$ cat config.mk
export PLATFORM = sky130hd
export DESIGN_NAME = ram_port_arbiter
export DESIGN_NICKNAME = d
export VERILOG_FILES = /design/src/rtl/ram_port_arbiter.sv
export SDC_FILE = /design/constraint.sdc
export NUM_CORES = 1
export LEC_CHECK = 0
export ABC_CLOCK_PERIOD_IN_PS = 1800
export CAP_MARGIN = 20
export CORE_ASPECT_RATIO = 0.8
export CORE_MARGIN = 2
export CORE_UTILIZATION = 41
export DETAILED_ROUTE_END_ITERATION = 6
export GPL_ROUTABILITY_DRIVEN = 0
export PLACE_DENSITY = 0.81
export SYNTH_ARGS = -nofsm -noshare
export SYNTH_HDL_FRONTEND = slang
export SYNTH_SLANG_ARGS = --single-unit
$ cat constraint.sdc
create_clock -name clk -period 1.8 [get_ports clk]
set_input_delay 0.36 -clock clk [delete_from_list [all_inputs] [get_ports clk]]
set_output_delay 0.36 -clock clk [all_outputs]
set_load 0.01 [all_outputs]
$ cat src/rtl/ram_port_arbiter.sv
// rtl/ram_port_arbiter.sv - round-robin arbiter sharing one single-port RAM between two requesters
// Optional RAM_ARB_LOCK_EN adds m0_lock/m1_lock with a MAX_LOCK consecutive-grant cap.
module ram_port_arbiter #(
   parameter int ADDR_W   = 13,
   parameter int DATA_W   = 32,
   parameter int RD_LAT   = 1,
   parameter int MAX_LOCK = 8
) (
   input  logic              clk,
   input  logic              rst_n,
`ifdef RAM_ARB_LOCK_EN
   input  logic              m0_lock,
   input  logic              m1_lock,
`endif
   input  logic              m0_req,
   input  logic              m0_we,
   input  logic [ADDR_W-1:0] m0_addr,
   input  logic [DATA_W-1:0] m0_wdata,
   output logic              m0_gnt,
   output logic              m0_rvalid,
   output logic [DATA_W-1:0] m0_rdata,
   input  logic              m1_req,
   input  logic              m1_we,
   input  logic [ADDR_W-1:0] m1_addr,
   input  logic [DATA_W-1:0] m1_wdata,
   output logic              m1_gnt,
   output logic              m1_rvalid,
   output logic [DATA_W-1:0] m1_rdata,
   output logic [ADDR_W-1:0] ram_addr,
   output logic              ram_we,
   output logic [DATA_W-1:0] ram_wdata,
   input  logic [DATA_W-1:0] ram_rdata
);

   logic [1:0]        arm_q;
   logic              grant_ok;
   logic              last_owner;
   logic              prio1;
   logic              rd_push;
   logic [ADDR_W-1:0] addr_q;
   logic [DATA_W-1:0] wdata_q;
   logic [RD_LAT-1:0] pipe_v;
   logic [RD_LAT-1:0] pipe_id;
   logic [DATA_W-1:0] rdata0_q;
   logic [DATA_W-1:0] rdata1_q;

   // Grants stay off until reset release has been synchronised to clk.
   assign grant_ok = arm_q[1];

   always_ff @(posedge clk or negedge rst_n) begin
      if (!rst_n) begin
         arm_q <= 2'b00;
      end else begin
         arm_q <= {arm_q[0], 1'b1};
      end
   end

`ifdef RAM_ARB_LOCK_EN
   localparam int CNT_W = $clog2(MAX_LOCK + 1);

   logic [CNT_W-1:0] lock_cnt;
   logic             owner_hold;
   logic             gnt_lock;

   // A nonzero count means the previous grant was a locked grant to last_owner.
   always_comb begin
      owner_hold = 1'b0;
      if (lock_cnt != '0 && lock_cnt < CNT_W'(MAX_LOCK)) begin
         owner_hold = last_owner ? (m1_req & m1_lock) : (m0_req & m0_lock);
      end
   end

   assign prio1    = owner_hold ? last_owner : ~last_owner;
   assign gnt_lock = (m0_gnt & m0_lock) | (m1_gnt & m1_lock);

   always_ff @(posedge clk or negedge rst_n) begin
      if (!rst_n) begin
         lock_cnt <= '0;
      end else if (gnt_lock) begin
         if (m1_gnt == last_owner && lock_cnt != '0) begin
            if (lock_cnt != CNT_W'(MAX_LOCK)) begin
               lock_cnt <= lock_cnt + 1'b1;
            end
         end else begin
            lock_cnt <= CNT_W'(1);
         end
      end else begin
         lock_cnt <= '0;
      end
   end
`else
   assign prio1 = ~last_owner;
`endif

   assign m0_gnt    = grant_ok & m0_req & (~m1_req | ~prio1);
   assign m1_gnt    = grant_ok & m1_req & (~m0_req | prio1);
   assign ram_we    = (m0_gnt & m0_we) | (m1_gnt & m1_we);
   assign ram_addr  = m0_gnt ? m0_addr  : (m1_gnt ? m1_addr  : addr_q);
   assign ram_wdata = m0_gnt ? m0_wdata : (m1_gnt ? m1_wdata : wdata_q);
   assign rd_push   = (m0_gnt & ~m0_we) | (m1_gnt & ~m1_we);

   always_ff @(posedge clk or negedge rst_n) begin
      if (!rst_n) begin
         last_owner <= 1'b1;
         addr_q     <= '0;
         wdata_q    <= '0;
      end else if (m0_gnt | m1_gnt) begin
         last_owner <= m1_gnt;
         addr_q     <= ram_addr;
         wdata_q    <= ram_wdata;
      end
   end

   // Read-return tags travel alongside the RAM's own read latency.
   always_ff @(posedge clk or negedge rst_n) begin
      if (!rst_n) begin
         pipe_v  <= '0;
         pipe_id <= '0;
      end else begin
         pipe_v[0]  <= rd_push;
         pipe_id[0] <= m1_gnt;
         for (int i = 1; i < RD_LAT; i++) begin
            pipe_v[i]  <= pipe_v[i-1];
            pipe_id[i] <= pipe_id[i-1];
         end
      end
   end

   assign m0_rvalid = pipe_v[RD_LAT-1] & ~pipe_id[RD_LAT-1];
   assign m1_rvalid = pipe_v[RD_LAT-1] &  pipe_id[RD_LAT-1];
   assign m0_rdata  = m0_rvalid ? ram_rdata : rdata0_q;
   assign m1_rdata  = m1_rvalid ? ram_rdata : rdata1_q;

   always_ff @(posedge clk or negedge rst_n) begin
      if (!rst_n) begin
         rdata0_q <= '0;
         rdata1_q <= '0;
      end else begin
         if (m0_rvalid) begin
            rdata0_q <= ram_rdata;
         end
         if (m1_rvalid) begin
            rdata1_q <= ram_rdata;
         end
      end
   end

endmodule

# Yosys cells after proc, flatten, opt, wreduce, memory -nomap -nowiden
# Index checks and enable logic that the tools add are counted.
dict set report totals {
  ff_bits 114
  in_bits 128
  output_inout_bits 114
  word_cells 35
}
dict set report op_classes {
  n_mux 6
  n_bitwise 21
}
# operator n
set ops {}
lappend ops {{2-to-1 mux 32 bit} 4}
lappend ops {{2-to-1 mux 13 bit} 2}
lappend ops {{bitwise AND 1 bit} 10}
lappend ops {{inverter 1 bit} 6}
lappend ops {{bitwise OR 1 bit} 5}

# Logic depth before layout (Yosys ltp)
# Gate-level depths: netlist (run 1).
dict set report logic_depth {
  ltp_word 5
  ltp_mapped 5
  ltp_nobuf 3
}

# Worst setup path after synthesis (run 1)
# No wires, ideal clock.
dict set report synth_path {
  kind {flip-flop to output port}
  from {register last_owner}
  to {output ram_addr[0]}
  arrival_ns 1.255
  required_time_ns 1.440
  slack_ns 0.185
  stages_incl_launch_ff 6
  n_path_buf 2
  path_cell_list {dfstp_2 > inv_1 > a21oi_2 > buf_4 > buf_2 > a221o_1}
}
dict set report synth_between {
  elab_chain_cells 5
  word_cells_on_any_way 7
  cone_classes {mux (2); bitwise (5)}
}
# item line_no
set synth_lines {}
lappend synth_lines {{from (decl)} 37} ;# logic last_owner;
lappend synth_lines {{from (signal assigned)} 108} ;# last_owner <= m1_gnt;
lappend synth_lines {{inverter 1 bit} 92} ;# assign prio1 = ~last_owner;
lappend synth_lines {{bitwise OR 1 bit} 96} ;# assign m1_gnt = grant_ok & m1_req & (~m0_req | prio1);
lappend synth_lines {{bitwise AND 1 bit} 96}
lappend synth_lines {{2-to-1 mux 13 bit} 98} ;# assign ram_addr = m0_gnt ? m0_addr : (m1_gnt ? m1_addr : addr_q);
lappend synth_lines {{2-to-1 mux 13 bit *} 98}
lappend synth_lines {{to (decl)} 29} ;# output logic [ADDR_W-1:0] ram_addr,
# Every way passes the cells marked *; elsewhere a longest branch is shown, timed or not.

# Final worst setup path (run 1)
dict set report layout_path {
  from {register arm_q[1]}
  to {output ram_wdata[10]}
}
dict set report layout_between {
  elab_chain_cells 4
  word_cells_on_any_way 6
  cone_classes {mux (2); bitwise (4)}
}
# item line_no
set layout_lines {}
lappend layout_lines {{from (decl)} 35} ;# logic [1:0] arm_q;
lappend layout_lines {{from (signal assigned)} 54} ;# arm_q <= {arm_q[0], 1'b1};
lappend layout_lines {{bitwise AND 1 bit (2 in series)} 96}
lappend layout_lines {{2-to-1 mux 32 bit} 99} ;# assign ram_wdata = m0_gnt ? m0_wdata : (m1_gnt ? m1_wdata : wdata_q);
lappend layout_lines {{2-to-1 mux 32 bit *} 99}
lappend layout_lines {{to (decl)} 31} ;# output logic [DATA_W-1:0] ram_wdata,
# Marked as above.

==> report_table.html, run 1 <==
<table>
<tr><th>Metric</th><th>Value</th></tr>
<tr><th colspan="2">Run status</th></tr>
<tr><td>Status</td><td>finished with violations</td></tr>
<tr><td>Violated checks</td><td>setup timing</td></tr>
<tr><th colspan="2">Synth</th></tr>
<tr><td>Cell area after synthesis</td><td>between 0.005 and 0.006 mm²</td></tr>
<tr><td>Count of synthesis-stage warnings from yosys</td><td>0</td></tr>
<tr><td>Synth Instances</td><td>between 300 and 400</td></tr>
<tr><td>Yosys top cell by area</td><td>sky130_fd_sc_hd__dfrtp_1</td></tr>
<tr><td>Share of the synthesized area in the top cell type</td><td>0.565</td></tr>
<tr><td>Flops &amp; latches, synth</td><td>about 110</td></tr>
<tr><td>Unique cell type count in the Yosys netlist</td><td>17</td></tr>
<tr><td>Cell types with the largest area share after synthesis</td><td>sky130_fd_sc_hd__dfrtp_1 56%, sky130_fd_sc_hd__a221o_1 18%, sky130_fd_sc_hd__mux2_2 14%</td></tr>
<tr><td>Post-synthesis average cell area</td><td>about 14 µm²</td></tr>
<tr><td>Net count of the mapped netlist</td><td>between 400 and 500</td></tr>
<tr><td>Sequential area share after synthesis</td><td>0.570</td></tr>
<tr><th colspan="2">Min path</th></tr>
<tr><td>Path class of the lowest-slack min-delay path</td><td>flip-flop to flip-flop</td></tr>
<tr><th colspan="2">Power</th></tr>
<tr><td>Static leakage power</td><td>between 4 and 5 nW</td></tr>
<tr><td>Areal power density over the cells</td><td>~1100 mW/mm²</td></tr>
<tr><td>Final Power</td><td>around 11 mW</td></tr>
<tr><td>VDD IR-drop max</td><td>between 700 and 800 µV</td></tr>
<tr><th colspan="2">Timing</th></tr>
<tr><td>Max Slew Vio Count</td><td>0</td></tr>
<tr><td>Worst-margin pin slew</td><td>between 0.5 and 0.6 ns</td></tr>
<tr><td>WHS</td><td>between 0.3 and 0.4 ns</td></tr>
<tr><td>Final critical-path share of the clock period</td><td>1.24</td></tr>
<tr><td>Tightest slew margin relative to the limit</td><td>0.623</td></tr>
<tr><td>Number of failing setup endpoints in the final timing report</td><td>~110</td></tr>
<tr><td>Final clock skew</td><td>~0.017 ns</td></tr>
<tr><td>Final Hold Fails</td><td>0</td></tr>
<tr><td>Final critical path time including I/O delays and setup</td><td>2.23 ns</td></tr>
<tr><td>Setup repair after global routing missed its margin</td><td>true</td></tr>
<tr><td>Highest clock frequency the design can meet</td><td>0.449 GHz</td></tr>
<tr><td>Fin worst setup slack</td><td>-0.429 ns</td></tr>
<tr><th colspan="2">Placement</th></tr>
<tr><td>Count of placed standard cells including taps</td><td>a little under 800</td></tr>
<tr><td>IO buf count</td><td>approximately 240</td></tr>
<tr><td>Final HPWL DP</td><td>approximately 11 mm</td></tr>
<tr><th colspan="2">Clock tree</th></tr>
<tr><td>Maximum clock path buffer count</td><td>2</td></tr>
<tr><td>H-tree depth</td><td>4</td></tr>
<tr><td>Number of buffers created by CTS</td><td>17</td></tr>
<tr><td>CTS Sinks</td><td>around 110</td></tr>
<tr><td>Clock insertion delay at the later pin of the skew report</td><td>about 0.43 ns</td></tr>
<tr><td>Root Buffer Master</td><td>sky130_fd_sc_hd__clkbuf_16</td></tr>
<tr><td>CTS tree</td><td>done</td></tr>
<tr><td>Clock input transition at the sequential cells of the worst setup and hold paths</td><td>roughly 0.05 ns</td></tr>
<tr><th colspan="2">Setup path</th></tr>
<tr><td>Largest incremental delay on the critical path</td><td>approximately 0.43 ns</td></tr>
<tr><td>Crit. End Element</td><td>primary output</td></tr>
<tr><td>Crit path max-delay cell type</td><td>sky130_fd_sc_hd__dfrtp_1</td></tr>
<tr><td>CP required</td><td>1.44 ns</td></tr>
<tr><td>Arr. time, crit path</td><td>around 1.9 ns</td></tr>
<tr><td>Launching element type of the critical path</td><td>flip-flop</td></tr>
<tr><td>Most numerous cell on the critical path</td><td>sky130_fd_sc_hd__buf_6</td></tr>
<tr><td>Maximum fanout encountered on the critical timing path</td><td>11</td></tr>
<tr><td>Start-to-end type of the worst setup path</td><td>flip-flop to primary output</td></tr>
<tr><td>Cell-by-cell listing of the critical path</td><td>buf_6 -&gt; o21ai_4 -&gt; buf_6 -&gt; and2_1 -&gt; a221o_1 -&gt; buf_2</td></tr>
<tr><th colspan="2">Drt</th></tr>
<tr><td>Initial detailed-routing violation count</td><td>337</td></tr>
<tr><td>Routed via count</td><td>between 5,000 and 6,000</td></tr>
<tr><td>Avg Vias per Cell</td><td>5.48</td></tr>
<tr><td>Routed wire per std cell</td><td>about 23 µm</td></tr>
<tr><td>Post-DRT Antenna Nets</td><td>0</td></tr>
<tr><td>Final wirelength</td><td>21.7 mm</td></tr>
<tr><td>Total iterations of the first detailed-routing run</td><td>5</td></tr>
<tr><td>Count of unresolved DRC violations after routing</td><td>0</td></tr>
<tr><th colspan="2">Floorplanning</th></tr>
<tr><td>Vertical die dimension</td><td>roughly 100 µm</td></tr>
<tr><td>Count of standard-cell rows</td><td>36</td></tr>
<tr><td>Die extent in x</td><td>approximately 130 µm</td></tr>
<tr><td>Die area</td><td>0.0131 mm²</td></tr>
<tr><td>Core area</td><td>approximately 0.012 mm²</td></tr>
<tr><td>Initial cell density of the core</td><td>0.416</td></tr>
<tr><td>Top-Level Pins</td><td>about 240</td></tr>
<tr><th colspan="2">GRT</th></tr>
<tr><td>Pin count of the biggest net entering global routing</td><td>~110</td></tr>
<tr><td>Overall routing resource usage</td><td>0.283</td></tr>
<tr><td>First-pass GRT wire length</td><td>27.9 mm</td></tr>
<tr><td>GR Overflow Total</td><td>0</td></tr>
<tr><td>Antenna violations before repair</td><td>1</td></tr>
<tr><td>Via count of the first global-routing pass</td><td>slightly above 5,000</td></tr>
<tr><th colspan="2">Cells and area</th></tr>
<tr><td>Area delta synth-&gt;final</td><td>102%</td></tr>
<tr><td>Layout cells sized above 1</td><td>0.557</td></tr>
<tr><td>Non-Filler Instances</td><td>between 900 and 1,000</td></tr>
<tr><td>Net total in the final layout</td><td>897</td></tr>
<tr><td>Leading cell types in the layout, fill and taps excluded</td><td>124 x sky130_fd_sc_hd__clkdlybuf4s50_1, 124 x sky130_fd_sc_hd__buf_4, 112 x sky130_fd_sc_hd__dfrtp_1</td></tr>
<tr><td>Number of fill cells</td><td>around 580</td></tr>
<tr><th colspan="2">Flow run</th></tr>
<tr><td>Count of maximum capacitance violations</td><td>0</td></tr>
</table>
-- path summary, 6_finish.rpt --
kind	slack, ns	from	to	depth (start not counted)
setup / recovery	-0.43	arm_q[1]	ram_wdata[10]	6
hold / removal	0.35	arm_q[0]	arm_q[1]	0
setup reg to reg	0.09	last_owner	wdata_q[12]	7
hold reg to reg	0.35	arm_q[0]	arm_q[1]	0
max in group asynchronous	0.61	rst_n	pipe_v	3
min in group asynchronous	0.38	rst_n	rdata0_q[24]	2
-- layer usage --
layer,GRT usage,vias up,routed length (µm)
met5,0,-,0
met4,0.0896,0,378
met3,0.0939,34,1800
met2,0.486,247,10800
met1,0.342,2595,8700
li1,-,2240,-
-- what timing repair did --
action | 4_1_cts | 5_1_grt
hold buffers | 1 | 0
cloned | 11 | 11
pin swaps | 4 | 33
setup endpoints to repair | 114 | 114
endpoints found under the hold margin | 7 | 0
gates resized for setup | 550 | 141
buffers inserted | 37 | 52
-- cell type report --
cell class	count	area, µm²	area share
multi-input combinational	210	2350	0.232
tap	152	190	0.0188
timing repair buffer	421	4160	0.410
antenna	1	2.50	0.000247
sequential	114	2860	0.282
inverter	5	21.3	0.00210
clock buffer	18	439	0.0433
clock inverter	13	114	0.0112
-- report_power, final --
group,total (mW),internal (mW),switching (mW)
Combinational,4.40,2.69,1.71
Sequential,3.40,3.15,0.251
Clock,3.19,1.92,1.27
Total,11.0,7.76,3.22
-- critical path: cells and delay by family, from the launching register on --
| family | cells | cell delay, ns |
|---|---|---|
| buffers and inverters | 3 | 0.46 |
| flip-flops | 1 | 0.43 |
| AO/OA/AOI/OAI | 2 | 0.38 |
| AND/OR/NAND/NOR | 1 | 0.18 |
-- synth_stat cells (all sizes together) --
cell    instances
buf            27
dfstp           1
o21ai           1
a21o            1
nand2b          1
dfrtp         113
nand2           3
and2           45
clkbuf          4
a22o            2
inv             5
a21oi           2
conb            1
mux2           64
a221o          90
-- state kept, by name (all words and copies together), names as in the netlist --
signal / count
addr_q: 13
arm_q: 2
last_owner: 1
pipe_id: 1
pipe_v: 1
rdata0_q: 32
rdata1_q: 32
wdata_q: 32
-- cells by family after synthesis --
group	after synthesis	synth area share
AO/OA/AOI/OAI	96	0.190
multiplexers	64	0.144
flip-flops	114	0.570
AND/OR/NAND/NOR	49	0.0598
buffers and inverters	36	0.0350
other	1	0.000749
-- metrics by stage --
| step | utilization | TNS [ns] | setup WS (ns) | cell area (µm²) |
|---|---|---|---|---|
| global placement | 0.675 | -40.56 | -0.712 | 8120 |
| floorplan | - | 0 | 0.185 | 5000 |
| CTS | 0.780 | -37.37 | -0.492 | 9380 |
| detailed placement | 0.675 | -43.05 | -0.736 | 8120 |
| finish | 0.843 | -36.55 | -0.429 | 10100 |
| global route | 0.843 | -42.87 | -0.483 | 10100 |
Note: power is estimated with default switching activity, not from simulation.
==> inputs of run 2 (changes only) <==
SLEW_MARGIN = 20   (was default)
==> results of run 2 <==
Same layout as run 1: the final DEF is identical, and so are final timing and power.
